### src/rtl/uart_pkg.sv
// Shared definitions for the UART sample link: state codes, frame geometry and a
// helper that sizes the fractional baud accumulator.
package uart_pkg;

   localparam logic [1:0] StIdle  = 2'd0;
   localparam logic [1:0] StStart = 2'd1;
   localparam logic [1:0] StData  = 2'd2;
   localparam logic [1:0] StStop  = 2'd3;

   localparam int unsigned FrameBits = 10;
   localparam int unsigned DataBits  = 8;

   // Smallest width that holds acc + uartRate without wrapping (acc < slowRate).
   function automatic int unsigned min_acc_bits(input longint unsigned slow_rate,
                                                input longint unsigned uart_rate);
      return $unsigned($clog2(slow_rate + uart_rate + 1));
   endfunction

endpackage

### src/rtl/uart_baud_tick.sv
// Fractional baud generator: a phase accumulator that emits one tick per bit period,
// averaging slowRate/uartRate cycles per tick with at most one cycle of jitter.
module uart_baud_tick
   import uart_pkg::*;
#(
   parameter int unsigned slowRate = 76_800_000,
   parameter int unsigned uartRate = 12_000_000,
   parameter int unsigned accBits  = 32
) (
   input  logic clkSlow,
   input  logic reset,
   input  logic enable,
   input  logic clear,
   output logic tick
);

   if (accBits < min_acc_bits(slowRate, uartRate)) begin : g_acc_too_narrow
      $error("uart_baud_tick: accBits too narrow for slowRate + uartRate");
   end
   if (2 * longint'(uartRate) > longint'(slowRate)) begin : g_rate_too_high
      $error("uart_baud_tick: uartRate must be at most slowRate / 2");
   end

   localparam logic [accBits-1:0] Inc  = accBits'(uartRate);
   localparam logic [accBits-1:0] Wrap = accBits'(slowRate);

   logic [accBits-1:0] acc_q, acc_d, acc_sum;

   always_comb begin
      acc_sum = acc_q + Inc;
      tick    = enable && (acc_sum >= Wrap);
      acc_d   = acc_q;
      if (clear) begin
         acc_d = '0;
      end else if (enable) begin
         acc_d = tick ? (acc_sum - Wrap) : acc_sum;
      end
   end

   always_ff @(posedge clkSlow) begin
      if (reset) begin
         acc_q <= '0;
      end else begin
         acc_q <= acc_d;
      end
   end

endmodule

### src/rtl/uart_block_transmitter.sv
// Serialises one sample block into back-to-back 8N1 frames, byte 0 first and each
// byte LSB first, with line transitions only on baud ticks.
module uart_block_transmitter
   import uart_pkg::*;
#(
   parameter int unsigned slowRate  = 76_800_000,
   parameter int unsigned uartRate  = 12_000_000,
   parameter int unsigned blockSize = 3,
   parameter int unsigned accBits   = 32
) (
   input  logic                   clkSlow,
   input  logic                   reset,
   input  logic [8*blockSize-1:0] data,
   input  logic                   valid,
   output logic                   ready,
   output logic                   uart,
   output logic                   busy
);

   localparam int unsigned BlockBits = DataBits * blockSize;
   localparam int unsigned ByteW     = (blockSize > 1) ? $clog2(blockSize) : 1;
   localparam logic [ByteW-1:0] LastByte = ByteW'(blockSize - 1);
   localparam logic [2:0]       LastBit  = 3'(DataBits - 1);

   logic [1:0]           state_q, state_d;
   logic [BlockBits-1:0] shift_q, shift_d;
   logic [2:0]           bit_q, bit_d;
   logic [ByteW-1:0]     byte_q, byte_d;
   logic                 uart_q, uart_d;
   logic                 busy_q;
   logic                 accept;
   logic                 tick;

   assign ready  = (state_q == StIdle) && !reset;
   assign accept = valid && ready;
   assign uart   = uart_q;
   assign busy   = busy_q;

   uart_baud_tick #(
      .slowRate(slowRate),
      .uartRate(uartRate),
      .accBits (accBits)
   ) u_baud (
      .clkSlow(clkSlow),
      .reset  (reset),
      .enable (state_q != StIdle),
      .clear  (accept),
      .tick   (tick)
   );

   // The whole block shifts as one register, so the next byte lands in [7:0] by itself.
   always_comb begin
      state_d = state_q;
      shift_d = shift_q;
      bit_d   = bit_q;
      byte_d  = byte_q;
      uart_d  = uart_q;
      unique case (state_q)
         StIdle: begin
            if (accept) begin
               state_d = StStart;
               shift_d = data;
               bit_d   = '0;
               byte_d  = '0;
               uart_d  = 1'b0;
            end
         end
         StStart: begin
            if (tick) begin
               state_d = StData;
               uart_d  = shift_q[0];
            end
         end
         StData: begin
            if (tick) begin
               shift_d = shift_q >> 1;
               if (bit_q == LastBit) begin
                  state_d = StStop;
                  bit_d   = '0;
                  uart_d  = 1'b1;
               end else begin
                  bit_d  = bit_q + 3'd1;
                  uart_d = shift_q[1];
               end
            end
         end
         StStop: begin
            if (tick) begin
               if (byte_q == LastByte) begin
                  state_d = StIdle;
                  uart_d  = 1'b1;
               end else begin
                  state_d = StStart;
                  byte_d  = byte_q + ByteW'(1);
                  uart_d  = 1'b0;
               end
            end
         end
         default: state_d = StIdle;
      endcase
   end

   always_ff @(posedge clkSlow) begin
      if (reset) begin
         state_q <= StIdle;
         shift_q <= '0;
         bit_q   <= '0;
         byte_q  <= '0;
         uart_q  <= 1'b1;
         busy_q  <= 1'b0;
      end else begin
         state_q <= state_d;
         shift_q <= shift_d;
         bit_q   <= bit_d;
         byte_q  <= byte_d;
         uart_q  <= uart_d;
         busy_q  <= (state_d != StIdle);
      end
   end

endmodule

### config.mk
export PLATFORM = sky130hd
export DESIGN_NAME = uart_block_transmitter
export DESIGN_NICKNAME = d
export VERILOG_FILES = /design/src/rtl/uart_pkg.sv /design/src/rtl/uart_baud_tick.sv /design/src/rtl/uart_block_transmitter.sv
export SDC_FILE = /design/constraint.sdc
export NUM_CORES = 1
export LEC_CHECK = 0
export BUFFER_PORTS_ARGS = -buffer_cell sky130_fd_sc_hd__buf_2
export CORE_UTILIZATION = 45
export CTS_CLUSTER_DIAMETER = 150
export CTS_CLUSTER_SIZE = 24
export DETAILED_ROUTE_END_ITERATION = 10
export PLACE_DENSITY = 0.65
export SLEW_MARGIN = 0
export SYNTH_ARGS = -nofsm -noshare
export SYNTH_HDL_FRONTEND = slang
export SYNTH_SLANG_ARGS = --single-unit
export TNS_END_PERCENT = 10
### constraint.sdc
create_clock -name clkSlow -period 6.75 [get_ports clkSlow]
set_clock_uncertainty 0.05 [all_clocks]
set_input_delay 0.675 -clock clkSlow [delete_from_list [all_inputs] [get_ports clkSlow]]
set_output_delay 0.675 -clock clkSlow [all_outputs]
set_load 0.005 [all_outputs]
-- Word-level counts from Yosys, hierarchy flattened
Index checks and enable logic that the tools add are counted.
- register bits after elaboration: 65
- latch bits: 0
- memory bits (writable): 0
- ROM bits: 0
- input bits: 27
- output and inout bits: 3
- logic and storage cells: 61
- memories kept: 0
- add/subtract/negate cells: 4
- multipliers: 0
- divide/modulo/power cells: 0
- $lt $le $gt $ge: 1
- eq/ne operators: 10
- shift-type cells: 0
- mux-type cells: 26
- bitwise gates (word level): 0
- reductions and logical operators: 13
- operators with widths (operator ; number):
    $mux W24 ; 2
    $pmux W24 S2 ; 1
    $add A32 B24 Y32 const B ; 1
    $ge A32 B27 Y1 const B ; 1
    $mux W32 ; 1
    $sub A32 B27 Y32 const B ; 1
    $mux W2 ; 8
    $ne A2 B2 Y1 const B ; 5
    $mux W3 ; 3
    $pmux W2 S4 ; 1
    $reduce_and A4 Y1 ; 2
    $reduce_bool A2 Y1 ; 4
    $mux W1 ; 7
    $eq A2 B2 Y1 const B ; 3
    $pmux W3 S2 ; 1
    $pmux W1 S4 ; 1
    $pmux W2 S2 ; 1
    $add A3 B1 Y3 const B ; 1
    $eq A3 B3 Y1 const B ; 1
    $logic_and A1 B1 Y1 ; 3
    $reduce_and A3 Y1 ; 1
    $add A2 B1 Y2 const B ; 1
    $eq A2 B1 Y1 const B ; 1
    $logic_not A2 Y1 ; 1
    other kinds (2) ; 2

-- Logic depth before layout (Yosys ltp)
- depth after elaboration: 6
- mapped depth: 13
- gate-level depth less buffers: 13

-- By module
A second synthesis with hierarchy kept.
- cells, all modules: 496
- area, all modules: 4177.8 µm²
- modules (own cells, without submodules) (module ; times used ; cells each ; area each (µm²) ; seq. area each (µm²)):
    uart_baud_tick ; 1 ; 326 ; 2432.3 ; 480.5
    uart_block_transmitter ; 1 ; 170 ; 1745.4 ; 660.6

-- Least setup slack after synthesis
No wires, ideal clock.
- path type: reg2reg
- start point: register u_baud.acc_q[8]
- end point: register u_baud.acc_q[14]
- setup time: 71 ps
- arrival: 2826 ps
- slack: 3804 ps
- stages on the path, launching flop included: 14
- path buffers: 1
- period minus slack after synthesis: 2946 ps
- path through: dfxtp_1 > inv_1 > ha_1 > nand2b_2 > a21oi_2 > o21ai_1 > a311oi_4 > nand4_2 > or2_4 > nor2_2 > buf_4 > nor2_1 > or3_1 > a21oi_1
- longest elaborated chain between the ends: 4
- RTL lines (item ; RTL line ; RTL):
    start, declared ; uart_baud_tick.sv:27 ; logic [accBits-1:0] acc_q, acc_d, acc_sum;
    start signal, assigned ; uart_baud_tick.sv:42 ; acc_q <= '0;
    start signal, assigned ; uart_baud_tick.sv:44 ; acc_q <= acc_d;
    $add A32 B24 Y32 * ; uart_baud_tick.sv:30 ; acc_sum = acc_q + Inc;
    named net u_baud.acc_sum[8] ; uart_baud_tick.sv:27 ;
    $ge A32 B27 Y1 ; uart_baud_tick.sv:31 ; tick = enable && (acc_sum >= Wrap);
    $logic_and A1 B1 Y1 ; uart_baud_tick.sv:31 ;
    $mux W32 * ; uart_baud_tick.sv:36 ; acc_d = tick ? (acc_sum - Wrap) : acc_sum;
Mark *: on every way through the listed nets, which the timed path passes. The rest lies on a longest branch.
A chain may end at the register's enable or synchronous reset.

-- Worst setup path in the final report
- start point: register u_baud.acc_q[8]
- end point: register shift_q[8]
- longest elaborated chain between the ends: 5
- RTL lines (item ; RTL line ; RTL):
    $add A32 B24 Y32 ; uart_baud_tick.sv:30 ;
    named net u_baud.acc_sum[8] ; uart_baud_tick.sv:27 ;
    $ge A32 B27 Y1 ; uart_baud_tick.sv:31 ;
    $logic_and A1 B1 Y1 ; uart_baud_tick.sv:31 ;
    $ne A2 B2 Y1 (no source line) ; n/a ;
    $reduce_and A3 Y1 (no source line) ; n/a ;
    end signal, assigned ; uart_block_transmitter.sv:113 ; shift_q <= shift_d;
    end, declared ; uart_block_transmitter.sv:26 ; logic [BlockBits-1:0] shift_q, shift_d;
The timed path passes the listed nets, and every way through them passes these cells.

==> results.json <==
{
  "hp-class": "reg -> reg",
  "worstSetupEndpoint": "shift_q[8]$_SDFFE_PP0P_",
  "yosys.area.top_type": "dfxtp_1",
  "worst_pin_slew_ns": 0.669,
  "die-height_um": 96.9,
  "ys.flop_type": "dfxtp_1",
  "dp_slack_ns": 3.25,
  "antenna_left": 0,
  "p_leak_nw": 1.75,
  "synth_warnings": 0,
  "p_int_mw": 1.04,
  "drc": 0,
  "grt_overflow": 0,
  "setup_viol": 0,
  "end_kind": "flop",
  "crit_start": "u_baud.acc_q[8]$_SDFFE_PP0N_",
  "ys_seq_area_share_pct": 28.2,
  "root_buffer": "clkbuf_8",
  "ys_async_sr_fraction_pct": 0,
  "clockPowerShare_pct": 16.7,
  "syn_inst": 491,
  "grt_setup_unrepaired": "false",
  "vias_per_cell": 6.07,
  "synth_area_leaders": "dfxtp_1, mux2i_1, a211oi_2, nor2_1, xnor2_1",
  "antenna_found_initial": 0,
  "worstReg2RegStart": "u_baud.acc_q[8]$_SDFFE_PP0N_",
  "ctsResizeCount": 0,
  "ctsHoldBuffers": 0,
  "setup.worst_path.class": "reg -> reg",
  "drt_first_pass_iters": 4,
  "wirelength_mm": 9.93,
  "dp.final_hpwl_mm": 6.86,
  "required_ns": 6.97,
  "io_buffers": 29,
  "clock_latency_ns": 0.35,
  "place_inst": 598,
  "fin_setup_tns_ns": 0,
  "ys_ff_latch": 57,
  "clock_sinks": 57,
  "final_hold_viol_count": 0,
  "cts_buffer_depth": 2,
  "post_cts_buffers": 0,
  "synth_cell_type_count": 79,
  "maxCapViolations": 0,
  "yosysTopAreaCellShare_pct": 28.2,
  "peakVddDrop_uv": 202,
  "gp_congestion": 0.962,
  "power.density_nw_per_um2": 465,
  "layout-drive-gt1-share_pct": 20.6,
  "post-route-period-util_pct": 52.6,
  "rr_endpoint": "shift_q[8]$_SDFFE_PP0P_",
  "grt.total_usage_pct": 21.8,
  "power_frac_comb_pct": 55.5,
  "cts_tree": "built",
  "grt_pass1_vias": 3470,
  "area_delta_synth_final_pct": 8.71,
  "status": "completed",
  "pwr-share-seq_pct": 27.8,
  "slew_headroom_pct": 55.3,
  "synth_edf_count": 0,
  "antenna_cells": 0,
  "wl_per_cell_um": 16.2,
  "p_total_mw": 2.05,
  "layout_setup_ws_ns": 3.20,
  "pin_count": 30,
  "final_net_count": 533,
  "syn_area_um2": 4050,
  "startpoint_type": "flop",
  "num-fill-cells": 834,
  "final-max-slew-violation-count": 0,
  "die_w_um": 96.9,
  "grt_max_degree": 47,
  "p_switching_mw": 1.01,
  "drtIter0Drc": 297,
  "syn_avg_cell_area_um2": 8.25,
  "rows": 34,
  "clkTransAtPathRegs_ns": 0.08,
  "coreArea_um2": 8720,
  "critPathMaxFanout": 46,
  "r2r_setup_slack_ns": 3.20,
  "cts_buffers": 9,
  "r2r_cells": 13,
  "fmax_ghz": 0.281,
  "hold_ws_ns": 0.429,
  "final_cell_mix": "dfxtp_1, nor2_1, nand2_1",
  "die-area_um2": 9380,
  "critPathArrivalTime_ns": 3.78,
  "initial_core_util_pct": 46.4,
  "vias": 3727,
  "grt_pass1_wl_mm": 16.9,
  "layout_commonest_cell": "dfxtp_1",
  "synth_nets": 523,
  "stdcell_count": 614,
  "p_sw_share_pct": 49.2,
  "min_period_ns": 3.55,
  "htreeDepth": 3
}
-- flip-flops by register name (all words and copies together), names as in the netlist --
register,flops
shift_q,24
u_baud.acc_q,24
bit_q,3
byte_q,2
state_q,2
busy,1
uart,1
-- worst max-delay path: stages (launching register included) --
cell       delay (ns)
dfxtp_1          0.35
inv_1            0.08
ha_1             0.21
nand2b_2         0.24
a21oi_2          0.38
o21ai_2          0.17
xor2_1           0.38
a21oi_2          0.18
o2111ai_4        0.34
o21ai_2          0.14
a21oi_4          0.14
buf_4            0.45
nor2_1           0.12
a211oi_2         0.21
-- per-layer routing --
metal  up-vias  routed length [um]  global-route usage, %
met5         -                   0                      0
met4         0                 217                   6.89
met3        21                 642                   5.49
met2       125                4610                   34.5
met1      1735                4460                   29.0
li1       1846                   -                      -
-- cell usage after synthesis (all sizes together), types with 2 or more instances --
master / n
mux2i: 30
a21boi: 2
a31o: 3
nand2b: 9
a311oi: 3
and4: 3
a211oi: 27
o22ai: 5
ha: 5
a21oi: 28
dfxtp: 57
clkbuf: 18
o41ai: 2
and3: 7
nor3: 10
or2: 5
nand2: 37
and2: 2
a32o: 2
nor2: 58
or4: 6
a22oi: 3
xor2: 6
buf: 17
nand3: 18
a211o: 4
xnor2: 17
nand3b: 4
a21o: 2
a41oi: 3
o21ai: 29
a31oi: 5
o211ai: 7
o21a: 2
inv: 11
nor2b: 3
or3: 11
a32oi: 2
o2111ai: 2
nand4: 8
o31ai: 4
and3b: 2
-- area by class of cell --
cell class / count / area [um^2] / area share [%]
Inverter: 11 / 41.3 / 0.938
Tap cell: 108 / 135 / 3.07
Clock inverter: 7 / 78.8 / 1.79
Timing Repair Buffer: 34 / 183 / 4.15
Clock buffer: 9 / 124 / 2.81
Sequential cell: 57 / 1140 / 25.9
Multi-Input combinational cell: 388 / 2700 / 61.3
-- kinds of logic (layout without fill, tap and decap cells) --
group	after synthesis	after routing	synth area share [%]
DFF	57	57	28.2
muxes	30	30	7.41
AOI/OAI and AO/OA	142	142	28.3
and+or+nand+nor	188	188	24.3
adders and majority gates	5	5	1.54
xor gates and xnor gates	23	23	4.97
buffers and inverters	46	61	5.22
-- power groups by stage --
stage          Clock [mW]  Sequential [mW]  Combinational [mW]
6_report            0.342            0.569                1.14
5_1_grt             0.365            0.588                1.25
4_1_cts             0.353            0.566                1.13
3_5_place_dp            0            0.574                1.13
3_3_place_gp            0            0.568                1.10
2_1_floorplan           0            0.497               0.996
-- stage by stage --
stage                     instance area [um^2]  utilization (%)
after floorplan                           4050                -
after global placement                    4200             48.2
after detailed placement                  4200             48.2
after CTS                                 4400             50.5
after global routing                      4400             50.5
final                                     4400             50.5
-- how the worst min path moves through the flow --
stage                            from                     end  slack (ns)  cells past startpoint
2_1_floorplan  byte_q[0]$_SDFFE_PP0P_  byte_q[0]$_SDFFE_PP0P_        0.39                      1
3_3_place_gp   byte_q[0]$_SDFFE_PP0P_  byte_q[0]$_SDFFE_PP0P_        0.41                      1
3_5_place_dp        uart$_SDFFE_PP1P_       uart$_SDFFE_PP1P_        0.41                      2
4_1_cts        byte_q[0]$_SDFFE_PP0P_  byte_q[0]$_SDFFE_PP0P_        0.43                      1
5_1_grt        byte_q[1]$_SDFFE_PP0P_  byte_q[1]$_SDFFE_PP0P_        0.45                      2
6_report       byte_q[1]$_SDFFE_PP0P_  byte_q[1]$_SDFFE_PP0P_        0.43                      2
Note: power is estimated with default switching activity, not from simulation.
